$ cat config.mk
export PLATFORM = sky130hd
export DESIGN_NAME = regfile_sb_flat
export DESIGN_NICKNAME = d
export VERILOG_FILES = /design/src/rtl/regfile_sb_if.sv /design/src/rtl/regfile_sb.sv /design/src/flat_wrapper.sv
export SDC_FILE = /design/constraint.sdc
export NUM_CORES = 1
export LEC_CHECK = 0
export CORE_MARGIN = 2
export CORE_UTILIZATION = 55
export DETAILED_ROUTE_END_ITERATION = 8
export PLACE_DENSITY_LB_ADDON = 0.3
export SYNTH_ARGS = -nofsm -noshare
export SYNTH_HDL_FRONTEND = slang
export SYNTH_SLANG_ARGS = --single-unit
$ cat constraint.sdc
create_clock -name clk -period 1.9 [get_ports clk]
set_input_delay 0.38 -clock clk [delete_from_list [all_inputs] [get_ports clk]]
set_output_delay 0.38 -clock clk [all_outputs]
set_load 0.05 [all_outputs]
$ cat src/rtl/regfile_sb_if.sv
`default_nettype none
// +----------------------------------------------------------------------+
// | Module      : regfile_sb_if                                          |
// | Description : Bundle of the decode/writeback signals that connect to |
// |               the scoreboarded register file.                        |
// | Revision    : 1.0 - initial release                                  |
// +----------------------------------------------------------------------+
interface regfile_sb_if #(
  parameter int DATA_W = 8,
  parameter int ADDR_W = 3
);
  logic              enable;
  logic              we;
  logic [ADDR_W-1:0] waddr;
  logic [DATA_W-1:0] wdata;
  logic [ADDR_W-1:0] raddr1;
  logic [ADDR_W-1:0] raddr2;
  logic [DATA_W-1:0] rdata1;
  logic [DATA_W-1:0] rdata2;
  logic              rsv;
  logic [ADDR_W-1:0] rsv_addr;
  logic              flush;
  logic              busy1;
  logic              busy2;
  logic              pend_any;

  // Control unit side: drives requests and addresses, observes operands and hazards.
  modport master (
    output enable, we, waddr, wdata, raddr1, raddr2, rsv, rsv_addr, flush,
    input  rdata1, rdata2, busy1, busy2, pend_any
  );

  // Register file side.
  modport slave (
    input  enable, we, waddr, wdata, raddr1, raddr2, rsv, rsv_addr, flush,
    output rdata1, rdata2, busy1, busy2, pend_any
  );
endinterface
`default_nettype wire

$ cat src/rtl/regfile_sb.sv
`default_nettype none
// +----------------------------------------------------------------------+
// | Module      : regfile_sb                                             |
// | Description : Parametrised register file with optional write-to-read|
// |               bypass and a per-register pending-writeback scoreboard |
// |               for read-after-write hazard detection.                 |
// | Revision    : 1.0 - initial release                                  |
// +----------------------------------------------------------------------+
module regfile_sb #(
  parameter int DATA_W   = 8,
  parameter int ADDR_W   = 3,
  parameter int ZERO_REG = 1,
  parameter int BYPASS   = 1
) (
  input  wire logic   clk,
  input  wire logic   rst,   // asynchronous, active-low
  regfile_sb_if.slave bus
);

  localparam int DEPTH = 2 ** ADDR_W;

  logic [DATA_W-1:0] r_regs [DEPTH];
  logic [DEPTH-1:0]  r_pend;
  logic [DEPTH-1:0]  w_pend_next;

  logic w_wr;
  logic w_rsv;
  logic w_flush;
  logic w_hit1;
  logic w_hit2;

  // Writes and reservations aimed at register 0 are dropped when it is hardwired to zero.
  assign w_wr    = bus.enable && bus.we  && !((ZERO_REG != 0) && (bus.waddr    == '0));
  assign w_rsv   = bus.enable && bus.rsv && !((ZERO_REG != 0) && (bus.rsv_addr == '0));
  assign w_flush = bus.enable && bus.flush;

  // Write-hit terms used to clear busy in the writeback cycle (only meaningful with bypass).
  assign w_hit1 = (BYPASS != 0) && bus.enable && bus.we && (bus.waddr == bus.raddr1);
  assign w_hit2 = (BYPASS != 0) && bus.enable && bus.we && (bus.waddr == bus.raddr2);

  // Scoreboard update order: flush, then writeback clear, then reservation set (last wins).
  always_comb begin
    w_pend_next = r_pend;
    if (w_flush) w_pend_next = '0;
    if (w_wr)    w_pend_next[bus.waddr]    = 1'b0;
    if (w_rsv)   w_pend_next[bus.rsv_addr] = 1'b1;
  end

  // Register array storage.
  always_ff @(posedge clk or negedge rst) begin
    if (!rst) begin
      for (int i = 0; i < DEPTH; i++) r_regs[i] <= '0;
    end else if (w_wr) begin
      r_regs[bus.waddr] <= bus.wdata;
    end
  end

  // Pending-writeback bits.
  always_ff @(posedge clk or negedge rst) begin
    if (!rst) r_pend <= '0;
    else      r_pend <= w_pend_next;
  end

  // Combinational read for one port: stall, zero register, bypass, then array.
  function automatic logic [DATA_W-1:0] read_port(input logic [ADDR_W-1:0] addr);
    logic [DATA_W-1:0] val;
    val = '0;
    if (!bus.enable)                                  val = '0;
    else if ((ZERO_REG != 0) && (addr == '0))         val = '0;
    else if ((BYPASS != 0) && bus.we && (bus.waddr == addr)) val = bus.wdata;
    else                                              val = r_regs[addr];
    return val;
  endfunction

  // Read data ports.
  always_comb begin
    bus.rdata1 = read_port(bus.raddr1);
    bus.rdata2 = read_port(bus.raddr2);
  end

  // Hazard flags: pending and not being written back this cycle; register 0 never busy.
  always_comb begin
    bus.busy1 = r_pend[bus.raddr1] && !w_hit1 && !((ZERO_REG != 0) && (bus.raddr1 == '0));
    bus.busy2 = r_pend[bus.raddr2] && !w_hit2 && !((ZERO_REG != 0) && (bus.raddr2 == '0));
  end

  assign bus.pend_any = |r_pend;

endmodule
`default_nettype wire

$ cat src/flat_wrapper.sv
// flat-port wrapper written by rule: the top's interface ports become plain ports
module regfile_sb_flat 
#(
  parameter int DATA_W   = 8,
  parameter int ADDR_W   = 3,
  parameter int ZERO_REG = 1,
  parameter int BYPASS   = 1
)
  (clk, rst, bus_enable, bus_we, bus_waddr, bus_wdata, bus_raddr1, bus_raddr2, bus_rsv, bus_rsv_addr, bus_flush, bus_rdata1, bus_rdata2, bus_busy1, bus_busy2, bus_pend_any);
  regfile_sb_if #(.DATA_W(DATA_W), .ADDR_W(ADDR_W)) bus_i ();
  input  wire logic clk;
  input  wire logic rst;
  input wire logic [$bits(bus_i.enable)-1:0] bus_enable;
  input wire logic [$bits(bus_i.we)-1:0] bus_we;
  input wire logic [$bits(bus_i.waddr)-1:0] bus_waddr;
  input wire logic [$bits(bus_i.wdata)-1:0] bus_wdata;
  input wire logic [$bits(bus_i.raddr1)-1:0] bus_raddr1;
  input wire logic [$bits(bus_i.raddr2)-1:0] bus_raddr2;
  input wire logic [$bits(bus_i.rsv)-1:0] bus_rsv;
  input wire logic [$bits(bus_i.rsv_addr)-1:0] bus_rsv_addr;
  input wire logic [$bits(bus_i.flush)-1:0] bus_flush;
  output wire logic [$bits(bus_i.rdata1)-1:0] bus_rdata1;
  output wire logic [$bits(bus_i.rdata2)-1:0] bus_rdata2;
  output wire logic [$bits(bus_i.busy1)-1:0] bus_busy1;
  output wire logic [$bits(bus_i.busy2)-1:0] bus_busy2;
  output wire logic [$bits(bus_i.pend_any)-1:0] bus_pend_any;
  assign bus_i.enable = bus_enable;
  assign bus_i.we = bus_we;
  assign bus_i.waddr = bus_waddr;
  assign bus_i.wdata = bus_wdata;
  assign bus_i.raddr1 = bus_raddr1;
  assign bus_i.raddr2 = bus_raddr2;
  assign bus_i.rsv = bus_rsv;
  assign bus_i.rsv_addr = bus_rsv_addr;
  assign bus_i.flush = bus_flush;
  assign bus_rdata1 = bus_i.rdata1;
  assign bus_rdata2 = bus_i.rdata2;
  assign bus_busy1 = bus_i.busy1;
  assign bus_busy2 = bus_i.busy2;
  assign bus_pend_any = bus_i.pend_any;
  regfile_sb #(.DATA_W(DATA_W), .ADDR_W(ADDR_W), .ZERO_REG(ZERO_REG), .BYPASS(BYPASS)) u_core (.clk(clk), .rst(rst), .bus(bus_i));
endmodule
## Word level (Yosys, flattened, before mapping)

Cells that the tools add are included.

- Input port bits: 26
- Output and inout port bits: 19
- Bits in registers: 72
- Logic and storage cells: 80

- Equal/unequal tests: 2
- Mux-type cells: 26
- Reductions and logical operators: 27
- Bitwise logic cells: 6
- Order comparisons: 10

Operators by type and width:

| cell | number |
|---|---|
| 8-bit 2-to-1 mux | 14 |
| 64-bit bitwise mux | 1 |
| 8-bit binary-select mux with 3-bit select | 2 |
| 8-bit demux with 3-bit select | 1 |
| 1-bit logical AND | 16 |
| 3-bit by 4-bit < comparator with 1-bit output, second input constant | 4 |
| 4-bit greater-or-equal comparator, second input constant | 3 |
| 3-bit zero test | 4 |
| 3-bit inverter with 4-bit output | 3 |
| 8-bit bitwise AND | 1 |
| 8-bit inverter | 1 |
| 8-bit OR | 1 |
| 8-bit OR reduction | 1 |
| 1-bit binary-select mux with 3-bit select | 2 |
| 1-bit demux with 3-bit select | 2 |
| 3-bit equality test | 2 |
| 3-bit by 1-bit greater-or-equal comparator with 1-bit output, second input constant | 2 |
| 1-bit zero test | 6 |
| 4-bit by 1-bit < comparator with 1-bit output, second input constant | 1 |
| 1-bit 2-to-1 mux | 4 |

## Logic depth before layout (Yosys ltp)

- Word-level depth: 9
- Depth in mapped cells: 6

## Worst setup path after synthesis

OpenSTA, ideal clock, no wires.

- Kind: input-to-output
- Start: input bus_waddr[2]
- End: output bus_rdata1[6]
- Path buffers: 2
- Data arrival time: 2.399 ns
- Path slack: -0.879 ns
- Stages: 5
- Path through: buf_4 -> xnor2_1 -> nand4_1 -> buf_2 -> a211oi_1

- Word-level cells in the longest chain between the ends: 5

RTL lines:

| item | line | RTL |
|---|---|---|
| start, declared | flat_wrapper.sv:15 | `input wire logic [$bits(bus_i.waddr)-1:0] bus_waddr;` |
| 3-bit equality test | regfile_sb.sv:70 | `else if ((BYPASS != 0) && bus.we && (bus.waddr == addr)) val = bus.wdata;` |
| 1-bit logical AND | regfile_sb.sv:70 |  |
| 8-bit 2-to-1 mux | regfile_sb.sv:70 |  |
| 8-bit 2-to-1 mux | regfile_sb.sv:69 | `else if ((ZERO_REG != 0) && (addr == '0)) val = '0;` |
| 8-bit 2-to-1 mux | regfile_sb.sv:68 | `if (!bus.enable) val = '0;` |
| end, declared | flat_wrapper.sv:22 | `output wire logic [$bits(bus_i.rdata1)-1:0] bus_rdata1;` |

Every way passes these cells.

## Worst setup path in the final report

- Start: register u_core.r_regs[52] in the netlist's numbering
- End: output bus_rdata1[4]

- Word-level cells in the longest chain between the ends: 6

RTL lines:

| item | line | RTL |
|---|---|---|
| start, declared | regfile_sb.sv:22 | `logic [DATA_W-1:0] r_regs [DEPTH];` |
| start signal, assigned by index | regfile_sb.sv:54 | `r_regs[bus.waddr] <= bus.wdata;` |
| 8-bit binary-select mux with 3-bit select | regfile_sb.sv:71 | `else val = r_regs[addr];` |
| 8-bit 2-to-1 mux (implied by the code) (2 in series) | regfile_sb.sv:71 |  |
| 8-bit 2-to-1 mux | regfile_sb.sv:70 |  |
| 8-bit 2-to-1 mux | regfile_sb.sv:69 |  |
| 8-bit 2-to-1 mux | regfile_sb.sv:68 |  |

Every way passes these cells. The select of a mux whose other input is x is not followed.

==> run_results.csv <==
group,metric,value,unit
status,outcome,"complete, but fails checks",
status,violations,"setup timing",
sta,finalCriticalPeriod,2180,ps
die,die_w,90.2,um
routing,vias,3556,
grt,grt_max_degree,73,
clock_network,cts_tree,"built",
yosys,synth_xor_area_share,1.29,%
setup_path,regToRegSetupSlack,870,ps
sta,slew_headroom,74.1,%
yosys,synthTopCellsByArea,"dfrtp_1, mux4_2, mux2_2",
cells_and_area,drive_gt1_share,66.7,%
placed_design,place_ws,-714,ps
hold_path,hold_class,"input port to asynchronous set/reset pin",
sta,rsz0062_at_grt,"true",
placed_design,portBuffers,44,
clock_network,cts_max_level,3,
clock_network,clkTransAtPathRegs,90,ps
setup_path,cp.arrival,1800,ps
sta,whs,30.8,ps
clock_network,worstSkewPairLatency,350,ps
sta,setup_tns,-4000,ps
die,ios,45,
cells_and_area,finalNonFillerCells,513,
yosys,synth_ff_type,"dfrtp_1",
die,coreArea,7210,sq um
yosys,async_reset_ff_share,100,%
cells_and_area,postLayoutCellArea,6350,sq um
yosys,synth_cells,291,
routing,dr.pass1.iters,5,
setup_path,crit_path_start,"u_core.r_regs[52]",
routing,drc,0,
yosys,synthDistinctLibCells,33,
sta,final_hold_viol_count,0,
yosys,synth_top_family_by_area,"multiplexers",
cells_and_area,nets,435,
grt,grt_pass1_vias,3836,
run,max_cap_viol_count,0,
routing,wl,15500,um
clock_network,ctsRootBufferMaster,"clkbuf_8",
setup_path,crit_path_start_kind,"flip-flop",
grt,grt_pass1_wl,23000,um
clock_network,cts_inserted_buffers,9,
pwr,power.total,5.49,mW
sta,max_slew.worst_pin.slew,388,ps
setup_path,required,1520,ps
routing,vias_per_cell,6.93,
sta,fmaxAchievable,458,MHz
setup_path,rr_worst_depth,3,
routing,antenna_left,0,
yosys,synthMuxAreaShare,39.3,%
sta,finalSetupViolCount,19,
yosys,synthAdderAreaFrac,0,%
pwr,power_density,863,nW/um^2
yosys,synth-seq-cells,72,
yosys,avgSynthCellArea,14.0,sq um
die,die_h,90.2,um
grt,grt_usage,38.5,%
cells_and_area,syn_to_final_growth,55.6,%
cells_and_area,final_util,88.1,%
routing,drtIter0Drc,321,
placed_design,routabilityCongestion,0.828,
placed_design,placedCellCount,468,
pwr,ir_drop,870,uV
routing,wl_per_cell,30.3,um
sta,report.final.slew_viol_count,0,
grt,antenna_found_initial,0,
die,die-area,8130,sq um
placed_design,hpwl,7620,um
setup_path,criticalPathCategory,"flip-flop to output port",
setup_path,reg2reg_to,"u_core.r_regs[37]",
die,rows,31,
cells_and_area,diodes,0,
cells_and_area,nFillCells,262,
yosys,synth_top_cell_area_share,44.1,%
yosys,synth-simple-area-share,6.86,%
yosys,syn_area,4080,sq um
yosys,syn-num-nets,317,
pwr,cellLeakagePower,2.63,nW
setup_path,end_kind,"output port",
yosys,synth-edff-count,0,
yosys,ys_seq_area_share,44.1,%
sta,period_share,115,%
clock_network,clock-sinks,72,
cells_and_area,final_cell_mix,"dfrtp_1, buf_4, mux2_2",
yosys,synth-compound-area-share,5.73,%
setup_path,r2r-start,"u_core.r_regs[37]",
setup_path,crit_fanout,3,
grt,grt_remaining_overflow,0,
sta,clock_skew,0,ps
sta,setup_slack,-281,ps
die,initial_core_util,56.6,%
yosys,ys_warn_count,0,
placed_design,placed_cell_area,5480,sq um
clock_network,clk_path_buf_depth,2,
cells_and_area,final_common_cell,"dfrtp_1",
yosys,synth_top_cell_by_area,"dfrtp_1",
[state kept, by name, indices dropped and copies added (netlist names)]
signal / cells
u_core.r_regs: 64
u_core.r_pend: 8
[layer usage]
metal	global-route usage [%]	part of all wire, %	vias to the layer above	wire [um]
met5	0	0	-	0
met4	23.7	6.9	0	1070
met3	11.0	9.1	104	1410
met2	62.3	49	289	7600
met1	45.7	35	1799	5440
li1	-	-	1364	-
[critical path, cell delays in order (launching register included)]
cell and delay (ps):
dfrtp_1 430, mux4_2 510, mux2i_4 230, a211oi_4 100
buf_6 170
[report_power, final]
| group | internal (mW) | total, mW | switching, mW |
|---|---|---|---|
| combinational | 1.19 | 2.18 | 0.988 |
| clock | 0.517 | 1.22 | 0.701 |
| sequential | 1.82 | 2.09 | 0.267 |
[logic make-up (layout without fill, tap and decap cells)]
family / count (synthesis) / after routing
AO/OA/AOI/OAI: 31 / 31
XOR/XNOR: 6 / 6
buffers and inverters: 22 / 145
flip-flops: 72 / 72
multiplexers: 108 / 108
AND/OR/NAND/NOR: 52 / 52
[synthesized netlist by cell type (all sizes together) (3+ instances only)]
library cell and n:
dfrtp 72, mux2 56, mux4 34, nor2 20
mux2i 18, a211oi 16, nand2 14, buf 12
clkbuf 10, xnor2 6, nand2b 4, nand3 4
nor3 3, o32ai 3
[worst max-delay path by stage]
stage                     slack [ps]  cells after the start            end
after floorplan                 -130                      5  bus_rdata1[0]
after global placement          -690                      6  bus_rdata1[7]
after detailed placement        -710                      6  bus_rdata1[6]
after CTS                       -220                      4  bus_rdata1[6]
after global routing            -320                      4  bus_rdata1[3]
final                           -280                      4  bus_rdata1[4]
[timing repair]
| item | 4_1_cts | 5_1_grt |
|---|---|---|
| hold buffers | 0 | 0 |
| gates cloned | 6 | 0 |
| gates resized for setup | 98 | 19 |
| pin swaps | 26 | 11 |
| setup endpoints to repair | 30 | 18 |
| setup buffers | 12 | 11 |
[area by class of cell]
class | instances | area [sq um] | area share, %
Clock buffer | 9 | 124 | 1.95
Clock inverter | 7 | 73.8 | 1.16
Multi-Input combinational cell | 197 | 2680 | 42.2
Sequential cell | 72 | 1800 | 28.4
Tap cell | 99 | 124 | 1.95
Timing Repair Buffer | 129 | 1550 | 24.4
No activity file was read; power rests on OpenSTA's default activity.
